===== config.mk =====
export PLATFORM = sky130hd
export DESIGN_NAME = pio_tx_engine_flat
export DESIGN_NICKNAME = d
export VERILOG_FILES = /design/src/rtl/pio_tx_engine_if.sv /design/src/rtl/pio_tx_engine.sv /design/src/flat_wrapper.sv
export SDC_FILE = /design/constraint.sdc
export NUM_CORES = 1
export LEC_CHECK = 0
export ABC_AREA = 1
export BUFFER_PORTS_ARGS = -buffer_cell sky130_fd_sc_hd__buf_2
export CAP_MARGIN = 20
export CORE_MARGIN = 2
export CORE_UTILIZATION = 45
export DETAILED_ROUTE_END_ITERATION = 8
export PLACE_DENSITY = 0.77
export SLEW_MARGIN = 20
export SYNTH_ARGS = -nofsm -noshare
export SYNTH_HDL_FRONTEND = slang
export SYNTH_SLANG_ARGS = --single-unit

===== constraint.sdc =====
create_clock -name pcie_clk -period 3.5 [get_ports pcie_clk]
set_input_delay 0.175 -clock pcie_clk [delete_from_list [all_inputs] [get_ports pcie_clk]]
set_output_delay 0.175 -clock pcie_clk [all_outputs]
set_load 0.05 [all_outputs]

===== src/rtl/pio_tx_engine_if.sv =====
// rtl/pio_tx_engine_if.sv - Completer Completion stream bundle between the PIO engine and the PCIe core
interface pio_tx_engine_if #(
    parameter int C_DATA_WIDTH = 128,
    parameter int KEEP_WIDTH   = C_DATA_WIDTH / 32
);
    logic [C_DATA_WIDTH-1:0] s_axis_cc_tdata;
    logic [KEEP_WIDTH-1:0]   s_axis_cc_tkeep;
    logic                    s_axis_cc_tlast;
    logic                    s_axis_cc_tvalid;
    logic [32:0]             s_axis_cc_tuser;
    logic                    s_axis_cc_tready;

    modport master (
        output s_axis_cc_tdata, s_axis_cc_tkeep, s_axis_cc_tlast,
        output s_axis_cc_tvalid, s_axis_cc_tuser,
        input  s_axis_cc_tready
    );

    modport slave (
        input  s_axis_cc_tdata, s_axis_cc_tkeep, s_axis_cc_tlast,
        input  s_axis_cc_tvalid, s_axis_cc_tuser,
        output s_axis_cc_tready
    );
endinterface


===== src/rtl/pio_tx_engine.sv =====
// rtl/pio_tx_engine.sv - single-beat PIO read completion generator for BAR0/BAR1 with timeout abort
module pio_tx_engine #(
    parameter int C_DATA_WIDTH   = 128,
    parameter int KEEP_WIDTH     = C_DATA_WIDTH / 32,
    parameter int TIMEOUT_CYCLES = 255
) (
    input  logic        pcie_clk,
    input  logic        pcie_rst,
    input  logic [15:0] completer_id,
    input  logic        bar0_rd,
    input  logic [2:0]  bar0_req_tc,
    input  logic [2:0]  bar0_req_attr,
    input  logic [10:0] bar0_req_len,
    input  logic [15:0] bar0_req_rid,
    input  logic [7:0]  bar0_req_tag,
    input  logic [7:0]  bar0_req_be,
    input  logic [15:0] bar0_req_addr,
    input  logic [1:0]  bar0_req_at,
    input  logic        bar0_rd_valid,
    input  logic [31:0] bar0_rd_data,
    input  logic        bar1_rd,
    input  logic [2:0]  bar1_req_tc,
    input  logic [2:0]  bar1_req_attr,
    input  logic [10:0] bar1_req_len,
    input  logic [15:0] bar1_req_rid,
    input  logic [7:0]  bar1_req_tag,
    input  logic [7:0]  bar1_req_be,
    input  logic [15:0] bar1_req_addr,
    input  logic [1:0]  bar1_req_at,
    input  logic        bar1_rd_valid,
    input  logic [31:0] bar1_rd_data,
    pio_tx_engine_if.master cc,
    output logic        compl_done,
    output logic [7:0]  drop_cnt,
    output logic [7:0]  timeout_cnt
);
    typedef enum logic [1:0] {IDLE, WAIT_DATA, SEND} state_t;

    typedef struct packed {
        logic        busy;
        logic        have_data;
        logic [2:0]  tc;
        logic [2:0]  attr;
        logic [10:0] len;
        logic [15:0] rid;
        logic [7:0]  tag;
        logic [7:0]  be;
        logic [15:0] addr;
        logic [1:0]  at;
        logic [31:0] data;
    } slot_t;

    state_t                  state_q, state_d;
    slot_t [1:0]             slot_q, slot_d;
    logic                    sel_q, sel_d;
    logic [15:0]             timer_q, timer_d;
    logic [C_DATA_WIDTH-1:0] tdata_q, tdata_d;
    logic [KEEP_WIDTH-1:0]   tkeep_q, tkeep_d;
    logic                    tvalid_q, tvalid_d;
    logic                    done_q, done_d;
    logic [7:0]              drop_q, drop_d;
    logic [7:0]              tmo_q, tmo_d;

    slot_t [1:0]      req_in;
    logic [1:0]       rd_in, rv_in;
    logic [1:0][31:0] rdata_in;
    slot_t            cur;
    logic [1:0]       n_drop;
    logic [8:0]       drop_sum;

    assign req_in[0] = '{busy: 1'b1, have_data: bar0_rd_valid, tc: bar0_req_tc, attr: bar0_req_attr,
                         len: bar0_req_len, rid: bar0_req_rid, tag: bar0_req_tag, be: bar0_req_be,
                         addr: bar0_req_addr, at: bar0_req_at, data: bar0_rd_data};
    assign req_in[1] = '{busy: 1'b1, have_data: bar1_rd_valid, tc: bar1_req_tc, attr: bar1_req_attr,
                         len: bar1_req_len, rid: bar1_req_rid, tag: bar1_req_tag, be: bar1_req_be,
                         addr: bar1_req_addr, at: bar1_req_at, data: bar1_rd_data};
    assign rd_in    = {bar1_rd, bar0_rd};
    assign rv_in    = {bar1_rd_valid, bar0_rd_valid};
    assign rdata_in = {bar1_rd_data, bar0_rd_data};
    assign cur      = slot_q[sel_q];

    function automatic logic [1:0] lower_la(input logic [3:0] fbe);
        casez (fbe)
            4'b???1: lower_la = 2'b00;
            4'b??10: lower_la = 2'b01;
            4'b?100: lower_la = 2'b10;
            4'b1000: lower_la = 2'b11;
            default: lower_la = 2'b00;
        endcase
    endfunction

    // Multi-DW lengths are served as a single DW, so only the first BE sizes the transfer
    function automatic logic [12:0] byte_cnt(input logic [3:0] fbe);
        casez (fbe)
            4'b1??1:                   byte_cnt = 13'd4;
            4'b01?1, 4'b1?10:          byte_cnt = 13'd3;
            4'b0011, 4'b0110, 4'b1100: byte_cnt = 13'd2;
            default:                   byte_cnt = 13'd1;
        endcase
    endfunction

    function automatic logic [127:0] build_beat(input slot_t s, input logic ca, input logic [15:0] cid);
        logic [127:0] b;
        b          = '0;
        b[6:0]     = {s.addr[6:2], lower_la(s.be[3:0])};
        b[9:8]     = s.at;
        b[28:16]   = byte_cnt(s.be[3:0]);
        b[42:32]   = ca ? 11'd0 : 11'd1;
        b[45:43]   = ca ? 3'b100 : 3'b000;
        b[63:48]   = s.rid;
        b[71:64]   = s.tag;
        b[87:72]   = cid;
        b[88]      = 1'b1;
        b[91:89]   = s.tc;
        b[94:92]   = s.attr;
        b[127:96]  = ca ? 32'd0 : s.data;
        return b;
    endfunction

    always_comb begin
        state_d  = state_q;
        slot_d   = slot_q;
        sel_d    = sel_q;
        timer_d  = timer_q;
        tdata_d  = tdata_q;
        tkeep_d  = tkeep_q;
        tvalid_d = tvalid_q;
        done_d   = 1'b0;
        tmo_d    = tmo_q;
        n_drop   = 2'd0;

        // Both slots capture independently of which one the FSM is serving
        for (int b = 0; b < 2; b++) begin
            if (!slot_q[b].busy) begin
                if (rd_in[b]) slot_d[b] = req_in[b];
            end else begin
                if (rv_in[b] && !slot_q[b].have_data) begin
                    slot_d[b].have_data = 1'b1;
                    slot_d[b].data      = rdata_in[b];
                end
                if (rd_in[b]) n_drop = n_drop + 2'd1;
            end
        end
        drop_sum = {1'b0, drop_q} + {7'd0, n_drop};
        drop_d   = drop_sum[8] ? 8'hFF : drop_sum[7:0];

        case (state_q)
            IDLE: begin
                timer_d = 16'd0;
                if (slot_q[0].busy) begin
                    sel_d   = 1'b0;
                    state_d = WAIT_DATA;
                end else if (slot_q[1].busy) begin
                    sel_d   = 1'b1;
                    state_d = WAIT_DATA;
                end
            end
            WAIT_DATA: begin
                if (cur.have_data) begin
                    tdata_d  = build_beat(cur, 1'b0, completer_id);
                    tkeep_d  = 4'b1111;
                    tvalid_d = 1'b1;
                    state_d  = SEND;
                end else if (timer_q == 16'(TIMEOUT_CYCLES)) begin
                    tdata_d  = build_beat(cur, 1'b1, completer_id);
                    tkeep_d  = 4'b0111;
                    tvalid_d = 1'b1;
                    state_d  = SEND;
                    if (tmo_q != 8'hFF) tmo_d = tmo_q + 8'd1;
                end else begin
                    timer_d = timer_q + 16'd1;
                end
            end
            SEND: begin
                if (cc.s_axis_cc_tready) begin
                    tvalid_d                = 1'b0;
                    done_d                  = 1'b1;
                    slot_d[sel_q].busy      = 1'b0;
                    slot_d[sel_q].have_data = 1'b0;
                    state_d                 = IDLE;
                end
            end
            default: state_d = IDLE;
        endcase
    end

    always_ff @(posedge pcie_clk) begin
        if (pcie_rst) begin
            state_q  <= IDLE;
            slot_q   <= '0;
            sel_q    <= 1'b0;
            timer_q  <= '0;
            tdata_q  <= '0;
            tkeep_q  <= '0;
            tvalid_q <= 1'b0;
            done_q   <= 1'b0;
            drop_q   <= '0;
            tmo_q    <= '0;
        end else begin
            state_q  <= state_d;
            slot_q   <= slot_d;
            sel_q    <= sel_d;
            timer_q  <= timer_d;
            tdata_q  <= tdata_d;
            tkeep_q  <= tkeep_d;
            tvalid_q <= tvalid_d;
            done_q   <= done_d;
            drop_q   <= drop_d;
            tmo_q    <= tmo_d;
        end
    end

    assign cc.s_axis_cc_tdata  = tdata_q;
    assign cc.s_axis_cc_tkeep  = tkeep_q;
    assign cc.s_axis_cc_tlast  = tvalid_q;
    assign cc.s_axis_cc_tvalid = tvalid_q;
    assign cc.s_axis_cc_tuser  = '0;
    assign compl_done          = done_q;
    assign drop_cnt            = drop_q;
    assign timeout_cnt         = tmo_q;
endmodule


===== src/flat_wrapper.sv =====
// flat-port wrapper written by rule: the top's interface ports become plain ports
module pio_tx_engine_flat 
#(
    parameter int C_DATA_WIDTH   = 128,
    parameter int KEEP_WIDTH     = C_DATA_WIDTH / 32,
    parameter int TIMEOUT_CYCLES = 255
)
  (pcie_clk, pcie_rst, completer_id, bar0_rd, bar0_req_tc, bar0_req_attr, bar0_req_len, bar0_req_rid, bar0_req_tag, bar0_req_be, bar0_req_addr, bar0_req_at, bar0_rd_valid, bar0_rd_data, bar1_rd, bar1_req_tc, bar1_req_attr, bar1_req_len, bar1_req_rid, bar1_req_tag, bar1_req_be, bar1_req_addr, bar1_req_at, bar1_rd_valid, bar1_rd_data, compl_done, drop_cnt, timeout_cnt, cc_s_axis_cc_tdata, cc_s_axis_cc_tkeep, cc_s_axis_cc_tlast, cc_s_axis_cc_tvalid, cc_s_axis_cc_tuser, cc_s_axis_cc_tready);
  pio_tx_engine_if #(.C_DATA_WIDTH(C_DATA_WIDTH), .KEEP_WIDTH(KEEP_WIDTH)) cc_i ();
  input  logic pcie_clk;
  input  logic pcie_rst;
  input  logic [15:0] completer_id;
  input  logic bar0_rd;
  input  logic [2:0] bar0_req_tc;
  input  logic [2:0] bar0_req_attr;
  input  logic [10:0] bar0_req_len;
  input  logic [15:0] bar0_req_rid;
  input  logic [7:0] bar0_req_tag;
  input  logic [7:0] bar0_req_be;
  input  logic [15:0] bar0_req_addr;
  input  logic [1:0] bar0_req_at;
  input  logic bar0_rd_valid;
  input  logic [31:0] bar0_rd_data;
  input  logic bar1_rd;
  input  logic [2:0] bar1_req_tc;
  input  logic [2:0] bar1_req_attr;
  input  logic [10:0] bar1_req_len;
  input  logic [15:0] bar1_req_rid;
  input  logic [7:0] bar1_req_tag;
  input  logic [7:0] bar1_req_be;
  input  logic [15:0] bar1_req_addr;
  input  logic [1:0] bar1_req_at;
  input  logic bar1_rd_valid;
  input  logic [31:0] bar1_rd_data;
  output logic compl_done;
  output logic [7:0] drop_cnt;
  output logic [7:0] timeout_cnt;
  output wire logic [$bits(cc_i.s_axis_cc_tdata)-1:0] cc_s_axis_cc_tdata;
  output wire logic [$bits(cc_i.s_axis_cc_tkeep)-1:0] cc_s_axis_cc_tkeep;
  output wire logic [$bits(cc_i.s_axis_cc_tlast)-1:0] cc_s_axis_cc_tlast;
  output wire logic [$bits(cc_i.s_axis_cc_tvalid)-1:0] cc_s_axis_cc_tvalid;
  output wire logic [$bits(cc_i.s_axis_cc_tuser)-1:0] cc_s_axis_cc_tuser;
  input wire logic [$bits(cc_i.s_axis_cc_tready)-1:0] cc_s_axis_cc_tready;
  assign cc_s_axis_cc_tdata = cc_i.s_axis_cc_tdata;
  assign cc_s_axis_cc_tkeep = cc_i.s_axis_cc_tkeep;
  assign cc_s_axis_cc_tlast = cc_i.s_axis_cc_tlast;
  assign cc_s_axis_cc_tvalid = cc_i.s_axis_cc_tvalid;
  assign cc_s_axis_cc_tuser = cc_i.s_axis_cc_tuser;
  assign cc_i.s_axis_cc_tready = cc_s_axis_cc_tready;
  pio_tx_engine #(.C_DATA_WIDTH(C_DATA_WIDTH), .KEEP_WIDTH(KEEP_WIDTH), .TIMEOUT_CYCLES(TIMEOUT_CYCLES)) u_core (.pcie_clk(pcie_clk), .pcie_rst(pcie_rst), .completer_id(completer_id), .bar0_rd(bar0_rd), .bar0_req_tc(bar0_req_tc), .bar0_req_attr(bar0_req_attr), .bar0_req_len(bar0_req_len), .bar0_req_rid(bar0_req_rid), .bar0_req_tag(bar0_req_tag), .bar0_req_be(bar0_req_be), .bar0_req_addr(bar0_req_addr), .bar0_req_at(bar0_req_at), .bar0_rd_valid(bar0_rd_valid), .bar0_rd_data(bar0_rd_data), .bar1_rd(bar1_rd), .bar1_req_tc(bar1_req_tc), .bar1_req_attr(bar1_req_attr), .bar1_req_len(bar1_req_len), .bar1_req_rid(bar1_req_rid), .bar1_req_tag(bar1_req_tag), .bar1_req_be(bar1_req_be), .bar1_req_addr(bar1_req_addr), .bar1_req_at(bar1_req_at), .bar1_rd_valid(bar1_rd_valid), .bar1_rd_data(bar1_rd_data), .cc(cc_i), .compl_done(compl_done), .drop_cnt(drop_cnt), .timeout_cnt(timeout_cnt));
endmodule

# Word level (Yosys, flattened, before mapping)
# Index checks and enable logic that the tools add are counted.
# Widths: inputs -> output; s select.
[op_classes] n_bitwise=2 n_addsub=4 reduce_logical=19 n_eq_ne=18 mux=51 magnitude_cmp=2
[op_table] cell="$bwmux 202" n=2
[op_table] cell="$mux 202" n=2
[op_table] cell="$mux 101" n=3
[op_table] cell="$mux 100" n=3
[op_table] cell="$mux 128" n=2
[op_table] cell="$demux 101 s1" n=2
[op_table] cell="$mux 67" n=2
[op_table] cell="$mux 32" n=4
[op_table] cell="$mux 16" n=2
[op_table] cell="$pmux 16 s2" n=1
[op_table] cell="$add 16x1->16 const B" n=1
[op_table] cell="$eq 16x8->1 const B" n=1
[op_table] cell="$mux 1" n=14
[op_table] cell="$mux 2" n=7
[op_table] cell="$pmux 2 s3" n=2
[op_table] cell="$add 8x2->9" n=1
[op_table] cell="$pmux 3 s3" n=1
[op_table] cell="$reduce_and 3->1" n=3
[op_table] cell="$add 8x1->8 const B" n=1
[op_table] cell="$eq 4x4->1 const B" n=2
[op_table] cell="$mux 4" n=2
[op_table] cell="$mux 8" n=1
[op_table] cell="$ne 8x8->1 const B" n=1
[op_table] cell="$reduce_bool 2->1" n=4
[op_table] cell="20 further kinds" n=32
[word_totals] register_bits=371 output_inout_bits=184

# Depth between registers and ports, before layout
# Gate-level depths: netlist of run 1.
[depth] ltp_word=8 ltp_mapped=14

# Least setup slack after synthesis of run 1
# Ideal clock, no wire load.
[synth_timing] path_type="register to register" start="reg u_core.slot_q[100] in the netlist's numbering" end="reg u_core.drop_q[3] (netlist: u_core.drop_cnt[3])" synth_period_minus_slack_ns=2.349 path_buffers=0 path_slack_ns=1.151 arrival_ns=2.293 stages_incl_launch_ff=15 path_cell_list="dfxtp_1 -> nand2_1 -> inv_1 -> ha_1 -> nand2_1 -> o21ai_0 -> ha_1 -> inv_1 -> fa_1 -> or2_2 -> nor4_2 -> nand2_1 -> o21ai_0 -> nand2_1 -> inv_1"
[synth_via] elab_chain_len=6
[synth_rtl] element="start, declared" line="pio_tx_engine.sv:54" rtl="slot_t [1:0] slot_q, slot_d;"
[synth_rtl] element="start signal, assigned" line="pio_tx_engine.sv:201" rtl="slot_q <= slot_d;"
[synth_rtl] element="$mux 1 *" line="pio_tx_engine.sv:134" rtl="if (!slot_q[b].busy) begin"
[synth_rtl] element="$add 2x1->2" line="pio_tx_engine.sv:141" rtl="if (rd_in[b]) n_drop = n_drop + 2'd1;"
[synth_rtl] element="$mux 2" line="pio_tx_engine.sv:141"
[synth_rtl] element="$mux 2 *" line="pio_tx_engine.sv:134"
[synth_rtl] element="$add 8x2->9 *" line="pio_tx_engine.sv:144" rtl="drop_sum = {1'b0, drop_q} + {7'd0, n_drop};"
[synth_rtl] element="$mux 8 *" line="pio_tx_engine.sv:145" rtl="drop_d = drop_sum[8] ? 8'hFF : drop_sum[7:0];"
[synth_rtl] element="end signal, assigned" line="pio_tx_engine.sv:208" rtl="drop_q <= drop_d;"
[synth_rtl] element="end, declared" line="pio_tx_engine.sv:61" rtl="logic [7:0] drop_q, drop_d;"
# Mark *: on every way between the ends. The rest lies on a longest branch, timed or not.
# A chain may end at the register's enable or synchronous reset.

# Final worst setup path of run 1
[layout_timing] start="reg u_core.slot_q[100] in the netlist's numbering" end="reg u_core.drop_q[5] (netlist: u_core.drop_cnt[5])"
# Same word-level chain as after synthesis.

==> impl_metrics.sql, run 1 <==
INSERT INTO impl_metrics (metric_group, metric, value, unit) VALUES
('outcome', 'status', 'finished clean', ''),
('floorplanning', 'core_area', '26210', 'sq um'),
('logic_synthesis', 'average_size_of_a_mapped_cell', '7.200', 'sq um'),
('placement', 'gp_routability_congestion', '0.8243', ''),
('sta', 'setup_viol', '0', ''),
('critical_path', 'capturing_element_type_of_the_critical_path', 'flip-flop', ''),
('floorplanning', 'pin_count', '405', ''),
('route', 'drt_iter0_markers', '1053', ''),
('clock_network', 'clock_latency', '540', 'ps'),
('power_and_ir_drop', 'worst_ir_drop_vdd', '0.0003842', 'V'),
('power_and_ir_drop', 'power_switching', '3175', 'uW'),
('final_layout', 'register_area', '5609', 'sq um'),
('global_routing', 'track_usage', '0.2607', ''),
('sta', 'grt_setup_unrepaired', 'no', ''),
('final_layout', 'number_of_nets_in_the_layout', '2291', ''),
('critical_path', 'setup.reg_to_reg.worst_slack', '780', 'ps'),
('clock_network', 'cts_htree_levels', '1', ''),
('power_and_ir_drop', 'seq_power_share', '0.403', ''),
('critical_path', 'critical-path-slowest-cell', 'sky130_fd_sc_hd__fa_1', ''),
('critical_path', 'worst_path_most_repeated_cell', 'sky130_fd_sc_hd__nand2_1', ''),
('logic_synthesis', 'yosysUniqueCellTypes', '37', ''),
('sta', 'worstMarginPinSlew', '1070', 'ps'),
('floorplanning', 'initial_core_util', '0.4599', ''),
('worst_hold_path', 'holdPathStages', '3', ''),
('logic_synthesis', 'synthCells', '1674', ''),
('sta', 'fmax', '0.3671', 'GHz'),
('power_and_ir_drop', 'total_power_per_unit_cell_area', '575.7', 'nW/um^2'),
('route', 'finalWirelength', '38180', 'um'),
('logic_synthesis', 'ys_seq_area_frac', '0.4651', ''),
('power_and_ir_drop', 'power.total', '9165', 'uW'),
('route', 'drc', '0', ''),
('sta', 'skew', '11.41', 'ps'),
('worst_hold_path', 'hold_path_startpoint', 'bar0_req_rid[14]', ''),
('final_layout', 'final.fill_count', '2192', ''),
('global_routing', 'antenna_found_initial', '2', ''),
('sta', 'max-slew-margin-rel', '0.2868', ''),
('clock_network', 'cts.path.max_buffers', '3', ''),
('critical_path', 'required', '3990', 'ps'),
('clock_network', 'worst_setup_hold_path_clk_slew', '70', 'ps'),
('clock_network', 'resized_cells_post_cts', '0', ''),
('critical_path', 'rr_startpoint', 'u_core.slot_q[100]', ''),
('floorplanning', 'floorplan.die_area', '28110', 'sq um'),
('worst_hold_path', 'worstHoldPathType', 'primary input to flip-flop', ''),
('critical_path', 'crit_type', 'flip-flop to flip-flop', ''),
('critical_path', 'worstSetupStartpointType', 'flip-flop', ''),
('placement', 'placement.io_buffers', '284', ''),
('flow_run', 'cap_viol_max_count', '0', ''),
('sta', 'final.setup.worst_slack', '776.2', 'ps'),
('route', 'postRouteAntennaNets', '0', ''),
('clock_network', 'cts_tree', 'yes', ''),
('final_layout', 'multiInputGateArea', '5408', 'sq um'),
('final_layout', 'layout_common_cells', 'sky130_fd_sc_hd__nand2_1 (361), sky130_fd_sc_hd__buf_2 (284), sky130_fd_sc_hd__dfxtp_1 (279), sky130_fd_sc_hd__nor2_1 (272), sky130_fd_sc_hd__o21ai_0 (230)', ''),
('clock_network', 'cts_inserted_buffers', '29', ''),
('power_and_ir_drop', 'leakage', '0.007362', 'uW'),
('final_layout', 'share_of_final_layout_standard_cells_stronger_than_drive_strength_1', '0.1896', ''),
('clock_network', 'cts_hold_repair.buffers', '166', ''),
('floorplanning', 'std_cell_rows', '59', ''),
('power_and_ir_drop', 'clockPowerShare', '0.346', ''),
('global_routing', 'grt_start_max_net_pins', '103', ''),
('clock_network', 'postCtsSetupRepairBufs', '0', ''),
('critical_path', 'worst_r2r_endpoint', 'u_core.drop_cnt[5]', ''),
('placement', 'hpwl', '21120', 'um'),
('sta', 'maxSlewViolCount', '0', ''),
('sta', 'fin_crit', '2724', 'ps'),
('clock_network', 'clock_tree.root_cell', 'sky130_fd_sc_hd__clkbuf_16', ''),
('critical_path', 'cpPeakStageDelay', '370', 'ps'),
('clock_network', 'number_of_sinks_on_the_clock_net', '280', ''),
('global_routing', 'overflow', '0', ''),
('critical_path', 'critical_path.max_fanout', '6', ''),
('route', 'first_pass_iters', '5', ''),
('critical_path', 'crit_chain', 'nand2_1 > inv_1 > ha_1 > nand2_1 > o21ai_0 > ha_1 > inv_1 > fa_1 > or2_2 > nor4_2 > nand2_1 > nand3_1 > nand2_1 > inv_1', '');
[power by group through the flow]
stage | sequential [uW] | clock (uW) | combinational [uW]
6_report | 3700 | 3170 | 2300
5_1_grt | 3720 | 3340 | 2500
4_1_cts | 3680 | 3210 | 2250
3_5_place_dp | 3750 | 0 | 2090
3_3_place_gp | 3740 | 0 | 2060
2_1_floorplan | 4080 | 0 | 1310
[critical path, delay by kind of cell, from the launching register on]
kind | cells | cell delay (ps)
compound gates | 1 | 100
buf+inv | 3 | 180
flops | 1 | 350
fa+ha+maj | 3 | 850
simple gates | 7 | 1200
[worst max-delay path by stage]
stage / start / to / slack (ps) / cells after the start
after floorplan: u_core.slot_q[100] / u_core.drop_cnt[3] / 1150 / 14
after global placement: u_core.slot_q[100] / u_core.drop_cnt[5] / 970 / 14
after detailed placement: u_core.slot_q[100] / u_core.drop_cnt[5] / 880 / 14
after CTS: u_core.slot_q[100] / u_core.drop_cnt[5] / 870 / 14
after global routing: u_core.slot_q[100] / u_core.drop_cnt[3] / 540 / 14
final: u_core.slot_q[100] / u_core.drop_cnt[5] / 780 / 14
[synthesized netlist by cell type, drive strengths merged]
| master | number | area share |
|---|---|---|
| o21ai | 231 | 0.096 |
| nor2 | 304 | 0.10 |
| a31oi | 4 | 0.0021 |
| a21o | 1 | 0.00062 |
| clkinv | 1 | 0.00031 |
| dfxtp | 280 | 0.47 |
| conb | 1 | 0.00031 |
| a211oi | 2 | 0.0012 |
| nand2 | 367 | 0.12 |
| ha | 8 | 0.0083 |
| a21oi | 169 | 0.070 |
| or2 | 1 | 0.00052 |
| inv | 77 | 0.024 |
| clkbuf | 62 | 0.019 |
| nor3 | 7 | 0.0029 |
| o41ai | 2 | 0.0015 |
| nor3b | 1 | 0.00062 |
| nand3 | 27 | 0.012 |
| nand3b | 2 | 0.0012 |
| buf | 113 | 0.065 |
| fa | 1 | 0.0017 |
| xnor2 | 1 | 0.00073 |
| and3 | 1 | 0.00052 |
| nand4 | 3 | 0.0021 |
| nor4 | 1 | 0.0010 |
| xor2 | 7 | 0.0051 |
[per-layer routing]
| layer | routed length [um] | track usage | part of all wire |
|---|---|---|---|
| met2 | 18310 | 0.4552 | 0.48 |
| met5 | 0 | 0 | 0 |
| met1 | 15060 | 0.3115 | 0.39 |
| met4 | 1754 | 0.1225 | 0.046 |
| met3 | 3068 | 0.04703 | 0.080 |
[cell families after synthesis]
group / Yosys count / share of synthesized area
other: 1 / 0.0003111
buffers and inverters: 253 / 0.1082
XOR/XNOR: 8 / 0.005814
adder cells (fa/ha/maj): 9 / 0.009966
flip-flops: 280 / 0.4651
AND/OR/NAND/NOR: 714 / 0.2392
AO/OA/AOI/OAI: 409 / 0.1715
[stage by stage]
step,std cells,instance area (sq um),utilization,hold WS [ps]
2_1_floorplan,1741,12300,-,282.3
3_3_place_gp,2199,13280,0.5069,390.7
3_5_place_dp,2199,13280,0.5069,399.3
4_1_cts,2418,15910,0.6072,4.785
5_1_grt,2420,15920,0.6074,36.99
6_report,2420,15920,0.6074,24.48
[cell type report]
| cell class | count | area share |
|---|---|---|
| clock buffers | 38 | 0.04897 |
| repair buffers | 464 | 0.2018 |
| flip-flops and latches | 280 | 0.3524 |
| inverters | 78 | 0.01871 |
| diodes | 2 | 0.0003144 |
| clock inverters | 15 | 0.01179 |
| multi-input cells | 1208 | 0.3397 |
| well taps | 335 | 0.02633 |
Note: power is estimated with default switching activity, not from simulation.
==> run 2: changes to the inputs <==
--- a/config.mk
+++ b/config.mk
@@ -11,7 +11,7 @@
 export CORE_MARGIN = 2
 export CORE_UTILIZATION = 45
 export DETAILED_ROUTE_END_ITERATION = 8
-export PLACE_DENSITY = 0.77
+export PLACE_DENSITY = 0.79
 export SLEW_MARGIN = 20
 export SYNTH_ARGS = -nofsm -noshare
 export SYNTH_HDL_FRONTEND = slang
==> constraint.sdc (replaced) <==
create_clock -name pcie_clk -period 2.3 [get_ports pcie_clk]
set_input_delay 0.115 -clock pcie_clk [delete_from_list [all_inputs] [get_ports pcie_clk]]
set_output_delay 0.115 -clock pcie_clk [all_outputs]
set_load 0.05 [all_outputs]
==> impl_metrics.sql, run 2 (synthesized netlist as in run 1, its figures left out) <==
INSERT INTO impl_metrics (metric_group, metric, value, unit) VALUES
('sta', 'skew', '20.15', 'ps'),
('sta', 'setup_viol', '1', ''),
('floorplanning', 'die_h', '167.7', 'um'),
('placement', 'hpwl', '21940', 'um'),
('power_and_ir_drop', 'total_power_per_unit_cell_area', '863.1', 'nW/um^2'),
('critical_path', 'cpPeakStageDelay', '330', 'ps'),
('critical_path', 'crit_buf_inv', '3', ''),
('critical_path', 'worst_path_most_repeated_cell', 'sky130_fd_sc_hd__nand2_2', ''),
('route', 'drc', '0', ''),
('global_routing', 'track_usage', '0.2741', ''),
('final_layout', 'number_of_nets_in_the_layout', '2325', ''),
('sta', 'worstMarginPinSlew', '848.9', 'ps'),
('worst_hold_path', 'hold_path_startpoint', 'bar0_rd', ''),
('clock_network', 'cts_inserted_buffers', '30', ''),
('critical_path', 'crit_chain', 'nand2_2 > inv_2 > ha_4 > nand2_2 > o21ai_2 > ha_2 > inv_2 > fa_2 > or2_4 > nor4_4 > nand2_2 > nand3_1 > nand2_1 > inv_1', ''),
('critical_path', 'capturing_element_type_of_the_critical_path', 'flip-flop', ''),
('final_layout', 'final.fill_count', '2147', ''),
('floorplanning', 'floorplan.die_area', '28110', 'sq um'),
('clock_network', 'clock_tree.root_cell', 'sky130_fd_sc_hd__clkbuf_16', ''),
('placement', 'dpl_cell_area', '13400', 'sq um'),
('sta', 'fmax', '0.4345', 'GHz'),
('critical_path', 'setup.reg_to_reg.worst_slack', '-2', 'ps'),
('route', 'drt_iter0_markers', '1224', ''),
('floorplanning', 'std_cell_rows', '59', ''),
('global_routing', 'grt_pass1_wl', '63570', 'um'),
('critical_path', 'crit_type', 'flip-flop to flip-flop', ''),
('floorplanning', 'pin_count', '405', ''),
('critical_path', 'worstSetupStartpointType', 'flip-flop', ''),
('route', 'routed_wire_length_per_instance', '16.20', 'um'),
('global_routing', 'overflow', '0', ''),
('critical_path', 'worst_r2r_endpoint', 'u_core.drop_cnt[5]', ''),
('sta', 'final.setup.worst_slack', '-1.644', 'ps'),
('power_and_ir_drop', 'leakage', '0.007572', 'uW'),
('clock_network', 'cts.path.max_buffers', '3', ''),
('final_layout', 'layout_common_cells', 'sky130_fd_sc_hd__nand2_1 (359), sky130_fd_sc_hd__buf_2 (284), sky130_fd_sc_hd__dfxtp_1 (278), sky130_fd_sc_hd__nor2_1 (271), sky130_fd_sc_hd__o21ai_0 (227)', ''),
('flow_run', 'cap_viol_max_count', '0', ''),
('route', 'num_vias', '12850', ''),
('route', 'first_pass_iters', '6', ''),
('final_layout', 'post_route_cell_area', '16280', 'sq um'),
('sta', 'fin_crit', '2302', 'ps'),
('placement', 'dp_slack', '-184.9', 'ps'),
('worst_hold_path', 'holdPathStages', '4', ''),
('clock_network', 'cts_htree_levels', '1', ''),
('floorplanning', 'die-width', '167.7', 'um'),
('critical_path', 'timing.critical_path.max_delay_family', 'simple AND/OR/NAND/NOR gates', ''),
('floorplanning', 'core_area', '26210', 'sq um'),
('placement', 'placement.io_buffers', '284', ''),
('critical_path', 'critical_path.max_fanout', '6', ''),
('global_routing', 'grt_pass1_vias', '13170', ''),
('global_routing', 'grt_start_max_net_pins', '91', ''),
('outcome', 'status', 'finished, violations left', ''),
('worst_hold_path', 'hold-path-endpoint', 'u_core.slot_q[100]', ''),
('power_and_ir_drop', 'worst_ir_drop_vdd', '0.0007134', 'V'),
('sta', 'final_min_period_over_clock_period', '1.001', ''),
('clock_network', 'worst_setup_hold_path_clk_slew', '60', 'ps'),
('clock_network', 'cts_tree', 'yes', ''),
('sta', 'maxSlewViolCount', '0', ''),
('clock_network', 'number_of_sinks_on_the_clock_net', '280', ''),
('final_layout', 'layout_commonest_cell', 'sky130_fd_sc_hd__nand2_1', ''),
('critical_path', 'critical-path-slowest-cell', 'sky130_fd_sc_hd__fa_2', ''),
('outcome', 'failed_checks', 'setup timing', ''),
('route', 'postRouteAntennaNets', '0', ''),
('sta', 'final_hold_viol_count', '0', ''),
('route', 'finalWirelength', '39780', 'um'),
('worst_hold_path', 'worstHoldPathType', 'primary input to flip-flop', ''),
('clock_network', 'clock_latency', '550', 'ps'),
('critical_path', 'crit_arrival', '2800', 'ps'),
('sta', 'max-slew-margin-rel', '0.4340', ''),
('critical_path', 'worst_r2r_path_depth', '14', ''),
('power_and_ir_drop', 'power.total', '14050', 'uW'),
('critical_path', 'rr_startpoint', 'u_core.slot_q[100]', ''),
('route', 'vias_per_cell', '5.233', ''),
('floorplanning', 'initial_core_util', '0.4599', ''),
('sta', 'setup_tns', '-1.644', 'ps'),
('placement', 'gp_routability_congestion', '0.8703', ''),
('sta', 'grt_setup_unrepaired', 'yes', ''),
('final_layout', 'share_of_final_layout_standard_cells_stronger_than_drive_strength_1', '0.2004', ''),
('final_layout', 'synthToLayoutAreaGrowth', '35.10', '%'),
('critical_path', 'required', '2790', 'ps'),
('global_routing', 'antenna_found_initial', '4', '');
run 2: changes by cell type in the layout (fill, tap and decap cells not counted), moves of 3 or more:
cell                            delta
sky130_fd_sc_hd__bufinv_16         -3
sky130_fd_sc_hd__buf_4            +16
sky130_fd_sc_hd__clkbuf_8          +7
sky130_fd_sc_hd__clkinv_2          -3
sky130_fd_sc_hd__dlygate4sd3_1    +16
sky130_fd_sc_hd__o21ai_0           -3
run 2: repair_timing:
action                                 in CTS  in global routing
setup endpoints to repair                   8                  9
hold buffers                              182                  0
pin swaps                                   6                  6
setup buffers                               3                  1
resized for setup                          11                  7
endpoints found under the hold margin     168                  0
run 2: worst max path at each step:
stage                                  start            endpoint  slack (ps)  cells after the start
after CTS                 u_core.slot_q[100]  u_core.drop_cnt[3]         -60                     14
final                     u_core.slot_q[100]  u_core.drop_cnt[5]          -2                     14
after global placement    u_core.slot_q[100]  u_core.drop_cnt[3]         -30                     14
after floorplan           u_core.slot_q[100]  u_core.drop_cnt[3]          20                     14
after detailed placement  u_core.slot_q[100]  u_core.drop_cnt[3]        -180                     14
after global routing      u_core.slot_q[100]  u_core.drop_cnt[5]        -130                     14
run 2: area by class of cell:
class / count / area (sq um) / area share
timing repair buffer: 497 / 3505 / 0.2152
clock inverter: 5 / 52.55 / 0.003227
tap: 335 / 419.2 / 0.02574
inverter: 78 / 296.5 / 0.01821
sequential: 280 / 5610 / 0.3446
multi-input combinational: 1208 / 5460 / 0.3353
clock buffer: 48 / 929.6 / 0.05709
antenna: 4 / 10.01 / 0.0006147
run 2: routing by layer:
metal | GRT usage | vias up | share of wire
met4 | 0.1350 | 0 | 0.046
met2 | 0.4967 | 707 | 0.49
met1 | 0.3088 | 5910 | 0.38
li1 | - | 6076 | -
met5 | 0 | - | 0
met3 | 0.05176 | 155 | 0.080
run 2: metrics by stage:
stage / instances / util / hold WS [ps]
3_5_place_dp: 2213 / 0.5112 / 337.3
2_1_floorplan: 1741 / - / 222.3
4_1_cts: 2451 / 0.6202 / 23.67
3_3_place_gp: 2213 / 0.5112 / 331.3
5_1_grt: 2454 / 0.6212 / 82.69
6_report: 2455 / 0.6213 / 71.74
run 2: worst register-to-register path: stages, from the launching register on:
cell and delay [ps]:
sky130_fd_sc_hd__dfxtp_2 320, sky130_fd_sc_hd__nand2_2 60, sky130_fd_sc_hd__inv_2 40, sky130_fd_sc_hd__ha_4 250
sky130_fd_sc_hd__nand2_2 60, sky130_fd_sc_hd__o21ai_2 70, sky130_fd_sc_hd__ha_2 210, sky130_fd_sc_hd__inv_2 40
sky130_fd_sc_hd__fa_2 330, sky130_fd_sc_hd__or2_4 260, sky130_fd_sc_hd__nor4_4 200, sky130_fd_sc_hd__nand2_2 180
sky130_fd_sc_hd__nand3_1 120, sky130_fd_sc_hd__nand2_1 50, sky130_fd_sc_hd__inv_1 50
run 2: where the power goes:
part	leakage, uW	internal, uW	total, uW	switching, uW
combinational	0.00479	1050	3680	2630
sequential	0.00230	5330	5580	252
clock	0.000482	2850	4790	1940
total	0.00757	9230	14100	4820
